===== src/rtl/vend_pkg.sv =====
// Shared constants for the vending coin path: payout FSM encoding, coin values
// and default amount/inventory widths.
package vend_pkg;

  localparam int unsigned DEF_AMT_W = 4;
  localparam int unsigned DEF_INV_W = 6;

  localparam int unsigned COIN1_VAL = 1;
  localparam int unsigned COIN2_VAL = 2;

  localparam logic [2:0] ST_IDLE   = 3'd0;
  localparam logic [2:0] ST_SELECT = 3'd1;
  localparam logic [2:0] ST_EJECT  = 3'd2;
  localparam logic [2:0] ST_WAIT   = 3'd3;
  localparam logic [2:0] ST_DONE   = 3'd4;
  localparam logic [2:0] ST_FAULT  = 3'd5;

endpackage


===== src/rtl/payout_timer.sv =====
// Loadable down-counter shared by the eject pulse width and the coin-sense
// timeout window; expired goes high once the loaded count has run to zero.
module payout_timer #(
  parameter int unsigned W = 10
) (
  input  logic         clk,
  input  logic         reset,
  input  logic         start,
  input  logic [W-1:0] load,
  output logic         expired
);

  logic [W-1:0] cnt;
  logic [W-1:0] cnt_n;

  always_comb begin
    cnt_n = cnt;
    if (start) begin
      cnt_n = load;
    end else if (cnt != '0) begin
      cnt_n = cnt - W'(1);
    end
  end

  always_ff @(posedge clk) begin
    if (!reset) begin
      cnt     <= '0;
      expired <= 1'b0;
    end else begin
      cnt     <= cnt_n;
      expired <= (cnt_n == '0);
    end
  end

endmodule


===== src/rtl/change_payout.sv =====
// Greedy coin-return controller: pays unit-2 coins first and confirms each coin
// on coin_sense. Optional CHANGE_RETRY_EN re-ejects a coin once after its first timeout.
module change_payout
  import vend_pkg::*;
#(
  parameter int unsigned AMT_W       = DEF_AMT_W,
  parameter int unsigned INV_W       = DEF_INV_W,
  parameter int unsigned PULSE_LEN   = 4,
  parameter int unsigned TIMEOUT_CYC = 1000
) (
  input  logic             clk,
  input  logic             reset,
  input  logic             req_valid,
  input  logic [AMT_W-1:0] req_amount,
  output logic             req_ready,
  input  logic             inv_load,
  input  logic [INV_W-1:0] inv1_in,
  input  logic [INV_W-1:0] inv2_in,
  output logic [INV_W-1:0] inv1_cnt,
  output logic [INV_W-1:0] inv2_cnt,
  output logic             eject_1,
  output logic             eject_2,
  input  logic             coin_sense,
  output logic             busy,
  output logic             done,
  output logic             short,
  output logic             fault,
  output logic [AMT_W-1:0] remaining
);

  localparam int unsigned TMR_MAX = (PULSE_LEN > TIMEOUT_CYC) ? PULSE_LEN : TIMEOUT_CYC;
  localparam int unsigned TMR_W   = $clog2(TMR_MAX + 1);
  localparam logic [TMR_W-1:0] PULSE_LOAD = TMR_W'(PULSE_LEN - 1);
  localparam logic [TMR_W-1:0] WAIT_LOAD  = TMR_W'(TIMEOUT_CYC - 1);

  logic [2:0]       state;
  logic [2:0]       state_n;
  logic             coin2;
  logic             coin2_n;
  logic             pend;
  logic             pend_n;
  logic             short_n;
  logic [AMT_W-1:0] rem_n;
  logic [INV_W-1:0] inv1_n;
  logic [INV_W-1:0] inv2_n;
  logic [AMT_W-1:0] coin_val;
  logic             tmr_start;
  logic [TMR_W-1:0] tmr_load;
  logic             tmr_expired;
`ifdef CHANGE_RETRY_EN
  logic             retry;
  logic             retry_n;
`endif

  payout_timer #(.W(TMR_W)) u_timer (
    .clk     (clk),
    .reset   (reset),
    .start   (tmr_start),
    .load    (tmr_load),
    .expired (tmr_expired)
  );

  assign coin_val = coin2 ? AMT_W'(COIN2_VAL) : AMT_W'(COIN1_VAL);

  // Next-state and datapath updates
  always_comb begin
    state_n   = state;
    coin2_n   = coin2;
    pend_n    = pend;
    short_n   = 1'b0;
    rem_n     = remaining;
    inv1_n    = inv1_cnt;
    inv2_n    = inv2_cnt;
    tmr_start = 1'b0;
    tmr_load  = '0;
`ifdef CHANGE_RETRY_EN
    retry_n   = retry;
`endif
    case (state)
      ST_IDLE: begin
        if (inv_load) begin
          inv1_n = inv1_in;
          inv2_n = inv2_in;
        end else if (req_valid) begin
          rem_n   = req_amount;
          state_n = ST_SELECT;
        end
      end
      ST_SELECT: begin
        pend_n = 1'b0;
        if (remaining == '0) begin
          state_n = ST_DONE;
        end else if (remaining >= AMT_W'(COIN2_VAL) && inv2_cnt != '0) begin
          coin2_n   = 1'b1;
          state_n   = ST_EJECT;
          tmr_start = 1'b1;
          tmr_load  = PULSE_LOAD;
        end else if (inv1_cnt != '0) begin
          coin2_n   = 1'b0;
          state_n   = ST_EJECT;
          tmr_start = 1'b1;
          tmr_load  = PULSE_LOAD;
        end else begin
          state_n = ST_DONE;
          short_n = 1'b1;
        end
      end
      ST_EJECT: begin
        // An early coin is remembered and credited on the first WAIT cycle.
        if (coin_sense) pend_n = 1'b1;
        if (tmr_expired) begin
          state_n   = ST_WAIT;
          tmr_start = 1'b1;
          tmr_load  = WAIT_LOAD;
        end
      end
      ST_WAIT: begin
        if (coin_sense || pend) begin
          rem_n   = remaining - coin_val;
          pend_n  = 1'b0;
          state_n = ST_SELECT;
          if (coin2) inv2_n = inv2_cnt - INV_W'(1);
          else       inv1_n = inv1_cnt - INV_W'(1);
`ifdef CHANGE_RETRY_EN
          retry_n = 1'b0;
`endif
        end else if (tmr_expired) begin
`ifdef CHANGE_RETRY_EN
          if (!retry) begin
            retry_n   = 1'b1;
            state_n   = ST_EJECT;
            tmr_start = 1'b1;
            tmr_load  = PULSE_LOAD;
          end else begin
            state_n = ST_FAULT;
          end
`else
          state_n = ST_FAULT;
`endif
        end
      end
      ST_DONE:  state_n = ST_IDLE;
      ST_FAULT: state_n = ST_FAULT;
      default:  state_n = ST_IDLE;
    endcase
  end

  // State, datapath and registered outputs
  always_ff @(posedge clk) begin
    if (!reset) begin
      state     <= ST_IDLE;
      coin2     <= 1'b0;
      pend      <= 1'b0;
      remaining <= '0;
      inv1_cnt  <= '0;
      inv2_cnt  <= '0;
      req_ready <= 1'b1;
      busy      <= 1'b0;
      done      <= 1'b0;
      short     <= 1'b0;
      fault     <= 1'b0;
      eject_1   <= 1'b0;
      eject_2   <= 1'b0;
    end else begin
      state     <= state_n;
      coin2     <= coin2_n;
      pend      <= pend_n;
      remaining <= rem_n;
      inv1_cnt  <= inv1_n;
      inv2_cnt  <= inv2_n;
      req_ready <= (state_n == ST_IDLE);
      busy      <= (state_n != ST_IDLE) && (state_n != ST_FAULT);
      done      <= (state_n == ST_DONE);
      short     <= short_n;
      fault     <= (state_n == ST_FAULT);
      eject_1   <= (state_n == ST_EJECT) && !coin2_n;
      eject_2   <= (state_n == ST_EJECT) && coin2_n;
    end
  end

`ifdef CHANGE_RETRY_EN
  always_ff @(posedge clk) begin
    if (!reset) retry <= 1'b0;
    else        retry <= retry_n;
  end
`endif

endmodule


===== config.mk =====
export PLATFORM = sky130hd
export DESIGN_NAME = change_payout
export DESIGN_NICKNAME = d
export VERILOG_FILES = /design/src/rtl/vend_pkg.sv /design/src/rtl/payout_timer.sv /design/src/rtl/change_payout.sv
export SDC_FILE = /design/constraint.sdc
export NUM_CORES = 1
export LEC_CHECK = 0
export BUFFER_PORTS_ARGS = -buffer_cell sky130_fd_sc_hd__clkbuf_2
export CAP_MARGIN = 20
export CORE_MARGIN = 2
export CORE_UTILIZATION = 44
export CTS_CLUSTER_SIZE = 20
export DETAILED_ROUTE_END_ITERATION = 6
export PLACE_DENSITY = 0.68
export SYNTH_ARGS = -nofsm -noshare
export SYNTH_HDL_FRONTEND = slang
export SYNTH_HIERARCHICAL = 1
export SYNTH_SLANG_ARGS = --single-unit

===== constraint.sdc =====
create_clock -name clk -period 2.6 [get_ports clk]
set_clock_uncertainty 0.2 [all_clocks]
set_input_delay 0.52 -clock clk [delete_from_list [all_inputs] [get_ports clk]]
set_output_delay 0.52 -clock clk [all_outputs]
set_load 0.01 [all_outputs]

Yosys cells after proc, flatten, opt, wreduce, memory -nomap -nowiden:

Index checks and enable logic that the tools add are counted.

* register bits: 39
* logic and storage cells: 100
* output and inout port bits: 23

* $lt $le $gt $ge: 1
* bitwise logic cells: 2
* eq/ne operators: 15
* mux-type cells: 42
* reductions and logical operators: 21
* $add $sub $neg: 4

Operators by type and width (count)
* $mux 6: 6
* $mux 10: 3
* $mux 3: 8
* $pmux 6 s2: 2
* $pmux 10 s2: 1
* $pmux 3 s5: 1
* $ne 2x2->1 const B: 7
* $mux 4: 3
* $reduce_and 4->1: 3
* $reduce_bool 6->1: 2
* $sub 6x1->6 const B: 2
* $mux 1: 11
* $logic_not 10->1: 1
* $reduce_bool 10->1: 1
* $sub 10x1->10 const B: 1
* $eq 3x2->1 const B: 3
* $eq 3x3->1 const B: 3
* $mux 2: 4
* $pmux 4 s2: 1
* $logic_not 3->1: 2
* $reduce_bool 3->1: 2
* $ge 4x2->1 const B: 1
* $logic_and 1x1->1: 4
* $logic_not 4->1: 1
* other kinds (11): 12

Longest topological paths before layout:

Gate-level depths: netlist of run 1.

* word-level depth: 7
* depth in mapped cells: 10

Modules after synthesis:

Netlist of run 1, hierarchy kept.

Modules (own cells, without submodules)
* change_payout: times used 1, area each 1629.1 um^2, seq. area each 560.5 um^2, cells each 196
* payout_timer: times used 1, area each 733.2 um^2, seq. area each 220.2 um^2, cells each 84

Worst setup path after synthesis of run 1:

No wires, ideal clock.

* path type: flip-flop to flip-flop
* from: reg inv2_cnt[0]
* to: reg u_timer.expired
* arrival: 2.598 ns
* path slack: -0.286 ns
* setup time: 0.088 ns
* buffers on the path: 1
* cell stages (with the launch flop): 10
* path through: dfxtp_1 -> inv_1 -> ha_1 -> or4b_4 -> o211a_4 -> or3_1 -> buf_2 -> o31ai_1 -> nand2_1 -> nor4_2

* cells in the longest elaborated chain, start to end: 7
* elaborated cells between the ends (all ways): 10

RTL lines
* start, declared: RTL line change_payout.sv:20 `output logic [INV_W-1:0] inv2_cnt,`
* start signal, assigned: RTL line change_payout.sv:170 `inv2_cnt <= inv2_n;`
* $reduce_bool 6->1: RTL line change_payout.sv:93 `end else if (remaining >= AMT_W'(COIN2_VAL) && inv2_cnt != '0) begin`
* $logic_and 1x1->1: RTL line change_payout.sv:93
* $mux 2: RTL line change_payout.sv:93
* $mux 2: RTL line change_payout.sv:91 `if (remaining == '0) begin`
* $pmux 10 s2: RTL line change_payout.sv:79 `case (state)`
* via tmr_load[0]: RTL line change_payout.sv:48 `logic [TMR_W-1:0] tmr_load;`
* $mux 10: RTL line payout_timer.sv:18 `if (start) begin`
* $logic_not 10->1: RTL line payout_timer.sv:31 `expired <= (cnt_n == '0);`
* end signal, assigned: RTL line payout_timer.sv:31
* end, declared: RTL line payout_timer.sv:10 `output logic expired`

The timed path passes the listed nets, and every way through them passes these cells.
A chain may end at the register's enable or synchronous reset.

Worst setup path in the final report of run 1:

Same ends and word-level chain as after synthesis.

==> results.yml, run 1 <==
clocking:
  clkTransAtPathRegs_ns: 0.08
  cts_num_sinks: 39
  cts_made_buffers: 5
  cts_tree: "done"
  h-tree-depth: 2
  clk_latency_ns: 0.30
  cts_root_buf: "clkbuf_8"
  clk_path_buf_depth: 2
route:
  dr_total_vias: 2480
  wl_per_cell_um: 15.4
  drc: 0
  ant_nets: 0
  dr.pass1.iters: 5
  drt_iter0_markers: 151
  routed_wl_mm: 6.53
  viasPerCell: 5.84
synth:
  ys_warn_count: 6
  synth_top_area_share_pct: 33.1
  synth_area_per_cell_um2: 8.44
  yosysTopAreaCell: "dfxtp_1"
  synthTopCellsByArea: "dfxtp_1 33%, nor2_1 3.7%, o31ai_1 3.5%"
  ys_types: 73
  synth_cells: 280
  ys.flop_type: "dfxtp_1"
  synth_area_um2: 2360
  synthArstFlopShare_pct: 0
  ys_ff_latch: 39
  ys_seq_area_share_pct: 33.1
  synth-edff-count: 0
critical_path:
  path_max_fanout: 7
  worstPathArrival_ns: 2.68
  cp-start-kind: "flop"
  r2r_slack_ns: -0.07
  end_kind: "flop"
  required_ns: 2.61
  r2r_start: "inv2_cnt[0]"
  path_class: "flop to flop"
  startpoint: "inv2_cnt[0]"
placed_design:
  dp_hpwl_mm: 4.65
  port_buffers: 43
  gp_congestion: 0.874
layout:
  fin_util_pct: 59.6
  num-fill-cells: 486
  finalNetCount: 381
  most-common-layout-cells: "43 x clkbuf_2, 36 x buf_4, 35 x dfxtp_1"
  area_growth_pct: 29.7
  diodes: 0
  layout-drive-gt1-share_pct: 35.5
  final_common_cell: "clkbuf_2"
global_routing:
  grt-ovfl-total: 0
  grt_max_degree: 33
  antenna_found_initial: 0
  grt_pass1_vias: 2265
  grt_pass1_wl_mm: 10.8
  grt_usage_pct: 22.1
run:
  maxCapViolCount: 0
hold_path:
  min_path_type: "input port to flop"
  hold_path.startpoint: "inv1_in[5]"
timing:
  rsz0062_at_grt: "yes"
  post-route-period-util_pct: 103
  slew_violations: 0
  worstMarginPinSlew_ns: 0.724
  setup_viol: 2
  period_needed_ns: 2.67
  hold_viol: 0
  relSlewSlack_pct: 51.3
  hold-worst-slack_ns: 0.329
  setup_ws_ns: -0.0703
  clock.fmax_ghz: 0.374
status:
  status: "finished with violations"
  violations: "negative setup slack"
floorplanning:
  die_w_um: 77.3
  num_io_pins: 44
  dieArea_um2: 5970
  core.rowCount: 26
  design.core.area_um2: 5140
  die-height_um: 77.3
  start_util_pct: 46.0
pwr:
  pwr_density_cell_nw_per_um2: 736
  ir_drop_uv: 315
  power_leakage_nw: 1.31
-- area by class of cell --
cell class	count	area (um^2)	share of cell area [%]
flip-flops and latches	39	788	25.7
clock buffers	5	68.8	2.25
repair buffers	80	497	16.2
inverters	16	61.3	2.00
clock inverters	3	15.0	0.490
well taps	70	87.6	2.86
multi-input cells	212	1550	50.5
-- final timing paths --
path	to	cells past startpoint
setup / recovery	u_timer/expired	8
hold / removal	inv1_cnt[5]	3
setup reg to reg	u_timer/expired	8
hold reg to reg	pend	2
-- state kept, by name (all words and copies together) (netlist names) --
name,cells
busy,1
coin2,1
done,1
eject_1,1
eject_2,1
fault,1
inv1_cnt,6
inv2_cnt,6
pend,1
remaining,4
req_ready,1
short,1
state,3
u_timer/cnt,10
u_timer/expired,1
-- routing by layer --
layer / vias up / global-route usage [%] / part of all wire, %
li1: 1206 / - / -
met1: 1171 / 29.4 / 45
met2: 93 / 36.7 / 47
met3: 10 / 4.00 / 6.0
met4: 0 / 5.89 / 1.3
met5: - / 0 / 0
-- cell families after synthesis --
group,after synthesis,synth area share [%]
other,1,0.159
DFF,39,33.1
buffers and inverters,31,5.83
muxes,2,0.847
and+or+nand+nor,109,27.2
AOI/OAI and AO/OA,92,29.4
adders and majority gates,6,3.50
-- through the flow --
stage          TNS [ns]  total power, mW  std cells  worst slack, ns  instance area [um^2]
4_1_cts         -0.0875             2.15        419          -0.0650                  2960
3_3_place_gp    -0.0259             1.74        410          -0.0259                  2870
5_1_grt          -0.239             2.41        425           -0.149                  3060
2_1_floorplan   -0.0850             1.49        281          -0.0850                  2410
3_5_place_dp     -0.111             1.74        410          -0.0643                  2870
6_report        -0.0989             2.26        425          -0.0703                  3060
-- where the power goes --
group / switching [mW] / internal, mW
Clock: 0.223 / 0.184
Combinational: 0.562 / 0.498
Sequential: 0.104 / 0.686
-- synth_stat cells, types with 3 or more instances --
cell type / n
a311oi_1: 4
o211ai_1: 4
a21oi_1: 16
buf_2: 3
o21a_1: 4
nor3_1: 10
o21ai_0: 10
nor3b_1: 5
clkbuf_1: 10
or3b_1: 3
and2_1: 5
and3_1: 3
dfxtp_1: 39
o311ai_0: 4
o31ai_1: 11
nor2b_1: 7
a211oi_1: 6
nand2_1: 15
nand3_1: 3
a2111oi_0: 3
inv_1: 15
a21o_1: 4
ha_1: 5
nor4_1: 6
nor2_1: 23
-- repair_timing --
action                                 4_1_cts  5_1_grt
resized for setup                            2       10
pin swaps                                    0        4
hold buffers                                 0        0
buffers inserted                             1        5
setup endpoints to repair                    2        6
cloned                                       0        1
endpoints found under the hold margin        0        0
-- critical path, cell delays in order, from the launching register on --
cell,delay [ns]
dfxtp_2,0.33
inv_2,0.07
ha_4,0.13
or4b_4,0.46
o211a_4,0.25
or3_4,0.43
o31ai_1,0.39
nand4b_1,0.17
nor4_2,0.15
Note: power is estimated with default switching activity, not from simulation.
==> run 2: changes to the inputs <==
Settings changed: CORE_UTILIZATION 44 to 50, PLACE_DENSITY 0.68 to 0.76, SETUP_SLACK_MARGIN from default to 0.2.
==> run 2 against run 1 <==
The flow still finishes with violations (negative setup slack). Register-to-register slack barely moved. Routed wire length increased by 9.0%. Clock-buffer cell count unchanged. Cell count fell by 2.4%. Clock power increased by 52%. Largest power group unchanged.
==> results.yml, run 2 (synthesized netlist as in run 1, its figures left out) <==
timing:
  hold_viol: 0
  worstMarginPinSlew_ns: 0.754
  setup_ws_ns: -0.0826
  rsz0062_at_grt: "yes"
  relSlewSlack_pct: 49.7
  finalSetupTns_ns: -0.180
  setup_viol: 4
  period_needed_ns: 2.68
  clock.fmax_ghz: 0.373
  hold-worst-slack_ns: 0.296
  post-route-period-util_pct: 103
  slew_violations: 0
clocking:
  cts_made_buffers: 5
  h-tree-depth: 2
  cts_tree: "done"
  clk_latency_ns: 0.30
  cts_root_buf: "clkbuf_8"
  clk_path_buf_depth: 2
  cts_num_sinks: 39
  clkTransAtPathRegs_ns: 0.09
critical_path:
  path_max_fanout: 6
  cp-start-kind: "flop"
  cp_top_family: "simple AND/OR/NAND/NOR gates"
  required_ns: 2.60
  cp.buffers_inverters: 2
  slowest_delay_ns: 0.47
  slowest_stage: "or4b_4"
  crit_chain: "inv_2, ha_4, or4b_4, o211a_4, or3_4, buf_12, a2111oi_4, a311oi_1, nand4b_1, nor4_2"
  end_kind: "flop"
  worstPathArrival_ns: 2.68
  path_class: "flop to flop"
layout:
  largest_reg_flops: 10
  finalNetCount: 387
  fin_util_pct: 70.2
  layout-drive-gt1-share_pct: 38.8
  final_common_cell: "clkbuf_2"
  diodes: 0
  most-common-layout-cells: "43 x clkbuf_2, 37 x buf_4, 35 x dfxtp_1"
  reg.largest.list: "u_timer/cnt: 10 flops, inv1_cnt: 6 flops, inv2_cnt: 6 flops"
  regMostFlops: "u_timer/cnt"
  area_growth_pct: 37.6
  layoutNonFillerInstCount: 415
global_routing:
  use_met2_pct: 43.6
  grt_pass1_wl_mm: 11.0
  use_met1_pct: 36.1
  grt-ovfl-total: 0
  grt_max_degree: 33
  grt_pass1_vias: 2301
  grt_usage_pct: 26.8
  antenna_found_initial: 0
  gr-max-usage-layer: "met2"
  use_met3_pct: 4.97
route:
  wl_per_cell_um: 17.2
  viasPerCell: 6.21
  dr_total_vias: 2577
  drc: 0
  dr.pass1.iters: 7
  drt_iter0_markers: 359
  routed_wl_mm: 7.13
  ant_nets: 0
pwr:
  power_leakage_nw: 1.38
  pwr_density_cell_nw_per_um2: 836
  ir_drop_uv: 590
  power_mw: 2.72
hold_path:
  min_path_type: "flop to flop"
floorplanning:
  die-height_um: 72.7
  num_io_pins: 44
  die_w_um: 72.7
  core.rowCount: 25
  dieArea_um2: 5290
  design.core.area_um2: 4630
  start_util_pct: 51.0
placed_design:
  dpl.cell_count: 396
  port_buffers: 43
  gp_congestion: 0.902
  dp_hpwl_mm: 4.66
status:
  violations: "negative setup slack"
  status: "finished with violations"
run:
  maxCapViolCount: 0
## run 2: cell types whose count changed in the layout (fill, tap and decap cells not counted), sizes merged
| cell | change |
|---|---|
| buf | +7 |
| bufinv | +2 |
| clkinv | -3 |
| inv | +1 |
| or3 | -1 |
## run 2: repair_timing
item	CTS	global route
gates resized for setup	18	10
setup endpoints to repair	9	11
buffers inserted	8	3
hold buffers	0	0
pin swaps	9	5
## run 2: power breakdown
| part | internal [mW] | total [mW] | switching, mW | leakage [nW] |
|---|---|---|---|---|
| Clock | 0.384 | 0.618 | 0.235 | 0.0687 |
| Sequential | 0.686 | 0.791 | 0.105 | 0.321 |
| Combinational | 0.602 | 1.31 | 0.706 | 0.994 |
| Total | 1.67 | 2.72 | 1.04 | 1.38 |
## run 2: stage by stage
step / instance area, um^2 / worst slack, ns
after floorplan: 2450 / -0.0681
after global placement: 2910 / 0.0143
after detailed placement: 2910 / -0.0619
after CTS: 3170 / -0.0457
after global routing: 3250 / -0.159
final: 3250 / -0.0826
## run 2: path summary, 6_finish.rpt
kind | endpoint | cells after the start | start | slack, ns
worst max-delay path | u_timer/expired | 10 | inv2_cnt[1] | -0.08
worst min-delay path | inv1_cnt[1] | 2 | inv1_cnt[1] | 0.30
worst max register to register | u_timer/expired | 10 | inv2_cnt[1] | -0.08
worst min register to register | inv1_cnt[1] | 2 | inv1_cnt[1] | 0.30
## run 2: cell type report
cell class                      instances  area (um^2)
Multi-Input combinational cell        211         1610
Fill cell                             364         1380
Sequential cell                        39          788
Timing Repair Buffer                   87          581
Inverter                               16         72.6
Clock buffer                            5         68.8
Tap cell                               54         67.6
Clock inverter                          3         66.3
## run 2: layer usage
metal	part of all wire, %	wire [um]
met1	45	3190
met2	47	3370
met3	6.2	444
met4	1.7	118
met5	0	0
## run 2: worst min-delay path, stage by stage, from the launching register on
cell,delay (ns)
dfxtp_2,0.33
inv_2,0.07
a211oi_1,0.06
